**config.mk**
```make
export PLATFORM = sky130hd
export DESIGN_NAME = score_keeper
export DESIGN_NICKNAME = d
export VERILOG_FILES = /design/src/rtl/pong_score_pkg.sv /design/src/rtl/seg7_decode.sv /design/src/rtl/score_keeper.sv
export SDC_FILE = /design/constraint.sdc
export NUM_CORES = 1
export LEC_CHECK = 0
export ABC_AREA = 1
export CORE_UTILIZATION = 59
export CTS_BUF_LIST = sky130_fd_sc_hd__clkbuf_8
export CTS_CLUSTER_DIAMETER = 30
export DETAILED_ROUTE_END_ITERATION = 8
export GPL_TIMING_DRIVEN = 0
export PLACE_DENSITY_LB_ADDON = 0.2
export SYNTH_ARGS = -nofsm -noshare
export SYNTH_HDL_FRONTEND = slang
export SYNTH_HIERARCHICAL = 1
export SYNTH_SLANG_ARGS = --single-unit
```
**constraint.sdc**
```tcl
create_clock -name clk -period 4.2 [get_ports clk]
set_clock_uncertainty 0.1 [all_clocks]
set_input_delay 0.63 -clock clk [delete_from_list [all_inputs] [get_ports clk]]
set_output_delay 0.63 -clock clk [all_outputs]
set_load 0.03 [all_outputs]
```
**src/rtl/pong_score_pkg.sv**
```systemverilog
`default_nettype none
// +--------------------------------------------------------------------+
// | pong_score_pkg                                                     |
// | Shared types and seven-segment constants for the Pong score logic. |
// | Revision: 1.0                                                      |
// +--------------------------------------------------------------------+
package pong_score_pkg;

  localparam int c_seg_w = 7;

  typedef enum logic [1:0] {
    SERVE = 2'd0,
    PLAY  = 2'd1,
    OVER  = 2'd2
  } state_t;

  // Segment patterns, bit0 = a ... bit6 = g
  localparam logic [c_seg_w-1:0] c_seg_0     = 7'h3F;
  localparam logic [c_seg_w-1:0] c_seg_1     = 7'h06;
  localparam logic [c_seg_w-1:0] c_seg_2     = 7'h5B;
  localparam logic [c_seg_w-1:0] c_seg_3     = 7'h4F;
  localparam logic [c_seg_w-1:0] c_seg_4     = 7'h66;
  localparam logic [c_seg_w-1:0] c_seg_5     = 7'h6D;
  localparam logic [c_seg_w-1:0] c_seg_6     = 7'h7D;
  localparam logic [c_seg_w-1:0] c_seg_7     = 7'h07;
  localparam logic [c_seg_w-1:0] c_seg_8     = 7'h7F;
  localparam logic [c_seg_w-1:0] c_seg_9     = 7'h6F;
  localparam logic [c_seg_w-1:0] c_seg_blank = 7'h00;

  function automatic logic [6:0] bcd_to_bin(input logic [3:0] tens, input logic [3:0] ones);
    return ({3'b000, tens} * 7'd10) + {3'b000, ones};
  endfunction

endpackage
`default_nettype wire

```
**src/rtl/seg7_decode.sv**
```systemverilog
`default_nettype none
// +--------------------------------------------------------------------+
// | seg7_decode                                                        |
// | Combinational BCD digit to seven-segment decoder, optional blank.  |
// | Revision: 1.0                                                      |
// +--------------------------------------------------------------------+
module seg7_decode
  import pong_score_pkg::*;
(
  input  logic [3:0]         i_bcd,
  input  logic               i_blank_zero,
  output logic [c_seg_w-1:0] o_seg
);

  always_comb begin
    o_seg = c_seg_blank;
    case (i_bcd)
      4'd0:    o_seg = i_blank_zero ? c_seg_blank : c_seg_0;
      4'd1:    o_seg = c_seg_1;
      4'd2:    o_seg = c_seg_2;
      4'd3:    o_seg = c_seg_3;
      4'd4:    o_seg = c_seg_4;
      4'd5:    o_seg = c_seg_5;
      4'd6:    o_seg = c_seg_6;
      4'd7:    o_seg = c_seg_7;
      4'd8:    o_seg = c_seg_8;
      4'd9:    o_seg = c_seg_9;
      default: o_seg = c_seg_blank;
    endcase
  end

endmodule
`default_nettype wire

```
**src/rtl/score_keeper.sv**
```systemverilog
`default_nettype none
// +--------------------------------------------------------------------+
// | score_keeper                                                       |
// | Two-player BCD score, serve/play/over sequencing, frame-synced     |
// | seven-segment digit outputs.                                       |
// | Revision: 1.0                                                      |
// +--------------------------------------------------------------------+
module score_keeper
  import pong_score_pkg::*;
#(
  parameter int unsigned WIN_SCORE    = 11,
  parameter int unsigned SERVE_FRAMES = 120
) (
  input  logic               clk,
  input  logic               rst_n,
  input  logic               point_l,
  input  logic               point_r,
  input  logic               frame_start,
  input  logic               new_game,
  output logic [6:0]         score_l,
  output logic [6:0]         score_r,
  output logic [c_seg_w-1:0] seg_l_tens,
  output logic [c_seg_w-1:0] seg_l_ones,
  output logic [c_seg_w-1:0] seg_r_tens,
  output logic [c_seg_w-1:0] seg_r_ones,
  output logic               serve_en,
  output logic               game_over,
  output logic               winner
);

  localparam logic [9:0] c_last_frame = 10'(SERVE_FRAMES - 1);
  localparam logic [6:0] c_win        = 7'(WIN_SCORE);

  state_t     r_state, w_state_nxt;
  logic [9:0] r_cnt, w_cnt_nxt;
  logic [3:0] r_l_tens, r_l_ones, r_r_tens, r_r_ones;
  logic [3:0] w_l_tens_nxt, w_l_ones_nxt, w_r_tens_nxt, w_r_ones_nxt;
  logic [3:0] w_l_tens_inc, w_l_ones_inc, w_r_tens_inc, w_r_ones_inc;
  logic       r_winner, w_winner_nxt;
  logic [c_seg_w-1:0] r_seg_l_tens, r_seg_l_ones, r_seg_r_tens, r_seg_r_ones;
  logic [c_seg_w-1:0] w_dec_l_tens, w_dec_l_ones, w_dec_r_tens, w_dec_r_ones;

  seg7_decode u_dec_l_tens (.i_bcd(r_l_tens), .i_blank_zero(1'b1), .o_seg(w_dec_l_tens));
  seg7_decode u_dec_l_ones (.i_bcd(r_l_ones), .i_blank_zero(1'b0), .o_seg(w_dec_l_ones));
  seg7_decode u_dec_r_tens (.i_bcd(r_r_tens), .i_blank_zero(1'b1), .o_seg(w_dec_r_tens));
  seg7_decode u_dec_r_ones (.i_bcd(r_r_ones), .i_blank_zero(1'b0), .o_seg(w_dec_r_ones));

  // BCD increment with ones-to-tens carry
  always_comb begin
    w_l_ones_inc = (r_l_ones == 4'd9) ? 4'd0 : r_l_ones + 4'd1;
    w_r_ones_inc = (r_r_ones == 4'd9) ? 4'd0 : r_r_ones + 4'd1;
    w_l_tens_inc = r_l_tens;
    w_r_tens_inc = r_r_tens;
    if (r_l_ones == 4'd9) w_l_tens_inc = (r_l_tens == 4'd9) ? 4'd0 : r_l_tens + 4'd1;
    if (r_r_ones == 4'd9) w_r_tens_inc = (r_r_tens == 4'd9) ? 4'd0 : r_r_tens + 4'd1;
  end

  always_ff @(posedge clk or negedge rst_n) begin
    if (!rst_n) begin
      r_state      <= SERVE;
      r_cnt        <= '0;
      r_l_tens     <= '0;
      r_l_ones     <= '0;
      r_r_tens     <= '0;
      r_r_ones     <= '0;
      r_winner     <= 1'b0;
      r_seg_l_tens <= c_seg_blank;
      r_seg_l_ones <= c_seg_blank;
      r_seg_r_tens <= c_seg_blank;
      r_seg_r_ones <= c_seg_blank;
    end else begin
      r_state  <= w_state_nxt;
      r_cnt    <= w_cnt_nxt;
      r_l_tens <= w_l_tens_nxt;
      r_l_ones <= w_l_ones_nxt;
      r_r_tens <= w_r_tens_nxt;
      r_r_ones <= w_r_ones_nxt;
      r_winner <= w_winner_nxt;
      // Snapshot uses the pre-update digits so a coincident point shows next frame
      if (frame_start) begin
        r_seg_l_tens <= w_dec_l_tens;
        r_seg_l_ones <= w_dec_l_ones;
        r_seg_r_tens <= w_dec_r_tens;
        r_seg_r_ones <= w_dec_r_ones;
      end
    end
  end

  always_comb begin
    w_state_nxt  = r_state;
    w_cnt_nxt    = r_cnt;
    w_l_tens_nxt = r_l_tens;
    w_l_ones_nxt = r_l_ones;
    w_r_tens_nxt = r_r_tens;
    w_r_ones_nxt = r_r_ones;
    w_winner_nxt = r_winner;
    if (new_game) begin
      w_state_nxt  = SERVE;
      w_cnt_nxt    = '0;
      w_l_tens_nxt = '0;
      w_l_ones_nxt = '0;
      w_r_tens_nxt = '0;
      w_r_ones_nxt = '0;
      w_winner_nxt = 1'b0;
    end else begin
      case (r_state)
        SERVE: begin
          if (frame_start) begin
            if (r_cnt == c_last_frame) begin
              w_state_nxt = PLAY;
              w_cnt_nxt   = '0;
            end else begin
              w_cnt_nxt = r_cnt + 10'd1;
            end
          end
        end
        PLAY: begin
          if (point_l ^ point_r) begin
            w_state_nxt = SERVE;
            w_cnt_nxt   = '0;
            if (point_l) begin
              w_l_tens_nxt = w_l_tens_inc;
              w_l_ones_nxt = w_l_ones_inc;
              if (bcd_to_bin(w_l_tens_inc, w_l_ones_inc) == c_win) begin
                w_state_nxt  = OVER;
                w_winner_nxt = 1'b0;
              end
            end else begin
              w_r_tens_nxt = w_r_tens_inc;
              w_r_ones_nxt = w_r_ones_inc;
              if (bcd_to_bin(w_r_tens_inc, w_r_ones_inc) == c_win) begin
                w_state_nxt  = OVER;
                w_winner_nxt = 1'b1;
              end
            end
          end
        end
        OVER:    w_state_nxt = OVER;
        default: w_state_nxt = SERVE;
      endcase
    end
  end

  always_comb begin
    serve_en   = (r_state == PLAY);
    game_over  = (r_state == OVER);
    winner     = r_winner;
    score_l    = bcd_to_bin(r_l_tens, r_l_ones);
    score_r    = bcd_to_bin(r_r_tens, r_r_ones);
    seg_l_tens = r_seg_l_tens;
    seg_l_ones = r_seg_l_ones;
    seg_r_tens = r_seg_r_tens;
    seg_r_ones = r_seg_r_ones;
  end

endmodule
`default_nettype wire

```
==> results of run 1 <==
[state kept, by name, indices dropped and copies added, names as in the netlist]
| name | flops |
|---|---|
| seg_l_ones | 7 |
| seg_r_ones | 7 |
| r_r_ones | 4 |
| winner | 1 |
| seg_r_tens | 7 |
| r_l_tens | 4 |
| seg_l_tens | 7 |
| r_r_tens | 4 |
| r_cnt | 10 |
| r_state | 2 |
| r_l_ones | 4 |
[per-layer routing]
metal  track usage  part of all wire  vias up
li1              -                 -     2207
met1         0.322              0.45     1953
met2         0.458              0.49      112
met3        0.0406             0.046       13
met4        0.0861             0.012        0
met5             0                 0        -
[final cells by class]
type | count | share of cell area
clock buffer | 11 | 0.0281
multi-input combinational | 493 | 0.502
sequential | 57 | 0.265
inverter | 100 | 0.0702
clock inverter | 4 | 0.00813
buffer | 9 | 0.00836
tap | 99 | 0.0230
timing repair buffer | 51 | 0.0957
[through the flow]
stage                     cells  area, um^2  total power, mW   util
after floorplan             659        4550            0.994      -
after global placement      808        5170             1.16  0.706
after detailed placement    809        5190             1.18  0.708
after CTS                   824        5390             1.69  0.735
after global routing        824        5390             1.77  0.735
final                       824        5390             1.68  0.735
[kinds of logic after synthesis]
kind of cell | after synthesis
XOR/XNOR | 12
other | 2
flip-flops | 57
AND/OR/NAND/NOR | 364
adder cells (fa/ha/maj) | 41
buffers and inverters | 109
AO/OA/AOI/OAI | 72
[synthesized netlist by cell type (6+ instances only)]
| master | instances |
|---|---|
| o21ai_0 | 23 |
| nor2_1 | 63 |
| nand2_1 | 213 |
| dfrtp_1 | 57 |
| o21a_1 | 7 |
| ha_1 | 33 |
| nor3_1 | 6 |
| a21oi_1 | 19 |
| nand3_1 | 41 |
| inv_2 | 6 |
| fa_1 | 8 |
| inv_1 | 93 |
| nor2_2 | 13 |
| o22ai_1 | 11 |
| xor2_1 | 9 |
[where the power goes]
group          leakage (nW)  switching [mW]  internal [mW]
clock                 0.106           0.213          0.299
sequential            0.748          0.0506          0.610
combinational          2.00           0.309          0.197
total                  2.86           0.572           1.11
[critical path: stages (launching register included)]
cell	delay, ps
dfrtp_1	600
ha_1	320
ha_1	220
fa_1	520
nor3b_1	250
xor2_1	170
clkdlybuf4s50_1	690
[worst paths after layout]
kind | cells past startpoint | startpoint | endpoint | slack, ps
setup / recovery | 6 | r_l_tens[3] | score_l[6] | 360
hold / removal | 1 | rst_n | seg_l_tens[2] | 210
setup reg to reg | 21 | r_r_ones[1] | winner | 560
hold reg to reg | 2 | seg_r_ones[4] | seg_r_ones[4] | 370
max in group asynchronous | 2 | rst_n | seg_l_tens[4] | 3200
min in group clk | 2 | seg_r_ones[4] | seg_r_ones[4] | 370
==> results.txt, run 1 <==
* Category of the most critical setup path: register to output pin
- Max Clk Rate: 0.261 GHz
* Portion of synthesized cell area occupied by the leading cell type: 0.314
- Tcrit/Tclk final: 0.914
* Num CTS Buffers: 9
- The area growth from synthesis to layout is 18.5%.
- The clock passes through at most 2 buffers.
* Async S/R FF share, synth: 1.00
* Sequential Area: 1430 um^2
- Clock transition at the register clock pins on the worst setup and hold paths after CTS: 70 ps
- Number of setup violations in the final report: 0
* Count of buffers added by post-CTS timing repair for setup: 0
- Fraction of synthesized cell area in xor and xnor cells: 0.0231
* Setup TNS after final layout: 0 ps
* Prevailing post-synth register cell: dfrtp_1
* Number of detailed-route iterations in the first pass: 5
* Peak fanout along the critical path: 11
* WP data required: 3470 ps
- The H-tree was split into 3 levels.
- Net total in the final layout: about 770
- For this block, the via count after detailed routing is around 4300.
- The later pin in the worst-skew pair is clocked with a latency of between 300 and 400 ps.
- Antenna-violating nets left: 0
- TritonCTS built the clock tree.
* DRC violations left: 0
- The initial antenna violation count was 0.
* Filler cell count: 564
- Simple-gate share of the synthesized area: 0.349
* Fin. Hold Viols: 0
- Gate Count Post-Synth: 657
- Compound-Gate Fraction of Synth Area: 0.0925
* I/O pin total: slightly above 50
* Setup repair after global routing missed its margin: false
- # port buffers: 50
- Fraction of the mapped netlist area in adder cells: 0.126
- For this run the aggregate overflow at the end of global routing stands at 0.
* Mean Syn Cell Area: 6.91 um^2
- Last weighted congestion value of the routability-driven placer: 0.884
- The first global-routing pass estimated 17.4 mm of wire.
* Largest area contributor in the netlist: dfrtp_1
* Effective utilization at floorplan: 0.620
* Setup WS pre-CTS: 602 ps
- Crit path DAT: 3110 ps
- Measured against the total synthesized area, the mux share comes to 0.
- Layout cells sized above 1: 0.0786
- Buffers inserted to repair hold after CTS numbered 0.
- Post-cts resize count: 0
- The cell area that synthesis handed to floorplanning was ~4500 um^2.
* Total detailed-routing wirelength: 9.76 mm
* Antenna Cells: 0
* Combined global-route utilization of all metal layers: 0.259
- The worst setup path is captured at an output pin.
* Outcome: complete, no violations
- STA classifies the critical path startpoint as a register.
- Measured along the y axis, the die boundary spans 89.8 um.
* Post-synthesis sequential element count: between 50 and 60
* Number of clock sinks seen by CTS: 57
* Vias per std cell: 5.20
* Min-delay worst type: input port to asynchronous set/reset pin
- After floorplanning, the core was divided into 31 placement rows.
* Maximum number of pins on one net before global-route repair: 33
* Clock period minus worst slack: 3840 ps
- The share of the Yosys chip area taken by registers is 0.314.
- Final worst-path setup slack: approximately 360 ps
- The library cell used most frequently in the layout, excluding fill and tap cells, is nand2_1.
- Maximum resistive drop on vdd: about 0.2 mV
- In the final routed layout, each cell accounts on average for around 12 um.
- Multi-input combinational cell area: 2700 um^2
* Actual slew at the worst max-slew pin: 635 ps
* EDFF count, synth: 0
- Yosys synthesis warning count: 6
* Rel. slew slack: 0.577
- In the layout the commonest cells are nand2_1, inv_1, nor2_1.
- The tool flagged a number of max-cap violations equal to 0.
* Number of distinct standard cells referenced by the synthesized netlist: 39
* Core area: 7330 um^2
- Chip width: approximately 90 um
- Hold timing on the final database bottoms out at a slack of 211 ps.
* Dominant combinational cell family by area after synthesis: simple AND/OR/NAND/NOR gates
- For this design the ratio of total power to cell area is between 300 and 400 nW/um^2.
- CTS placed an instance of clkbuf_8 at the clock tree root.
- By area the synthesized netlist is led by dfrtp_1, nand2_1, ha_1.
- Static power due to leakage: roughly 2.9 nW
- Die footprint: 8060 um^2
- Detailed Route Iter0 Violations: 226
- Half-perimeter wire length of the detailed placement result: 7.62 mm
- Vias in the first global route: between 4000 and 5000
* Final Slew Violations: 0
No activity file was read; power rests on OpenSTA's default activity.
==> run 2, diff against run 1 <==
--- a/config.mk
+++ b/config.mk
@@ -6,6 +6,7 @@
 export NUM_CORES = 1
 export LEC_CHECK = 0
 export ABC_AREA = 1
+export ABC_CLOCK_PERIOD_IN_PS = 4200
 export CORE_UTILIZATION = 59
 export CTS_BUF_LIST = sky130_fd_sc_hd__clkbuf_8
 export CTS_CLUSTER_DIAMETER = 30
==> results of run 2 <==
No change in the layout: final DEF, timing and power equal those of run 1.
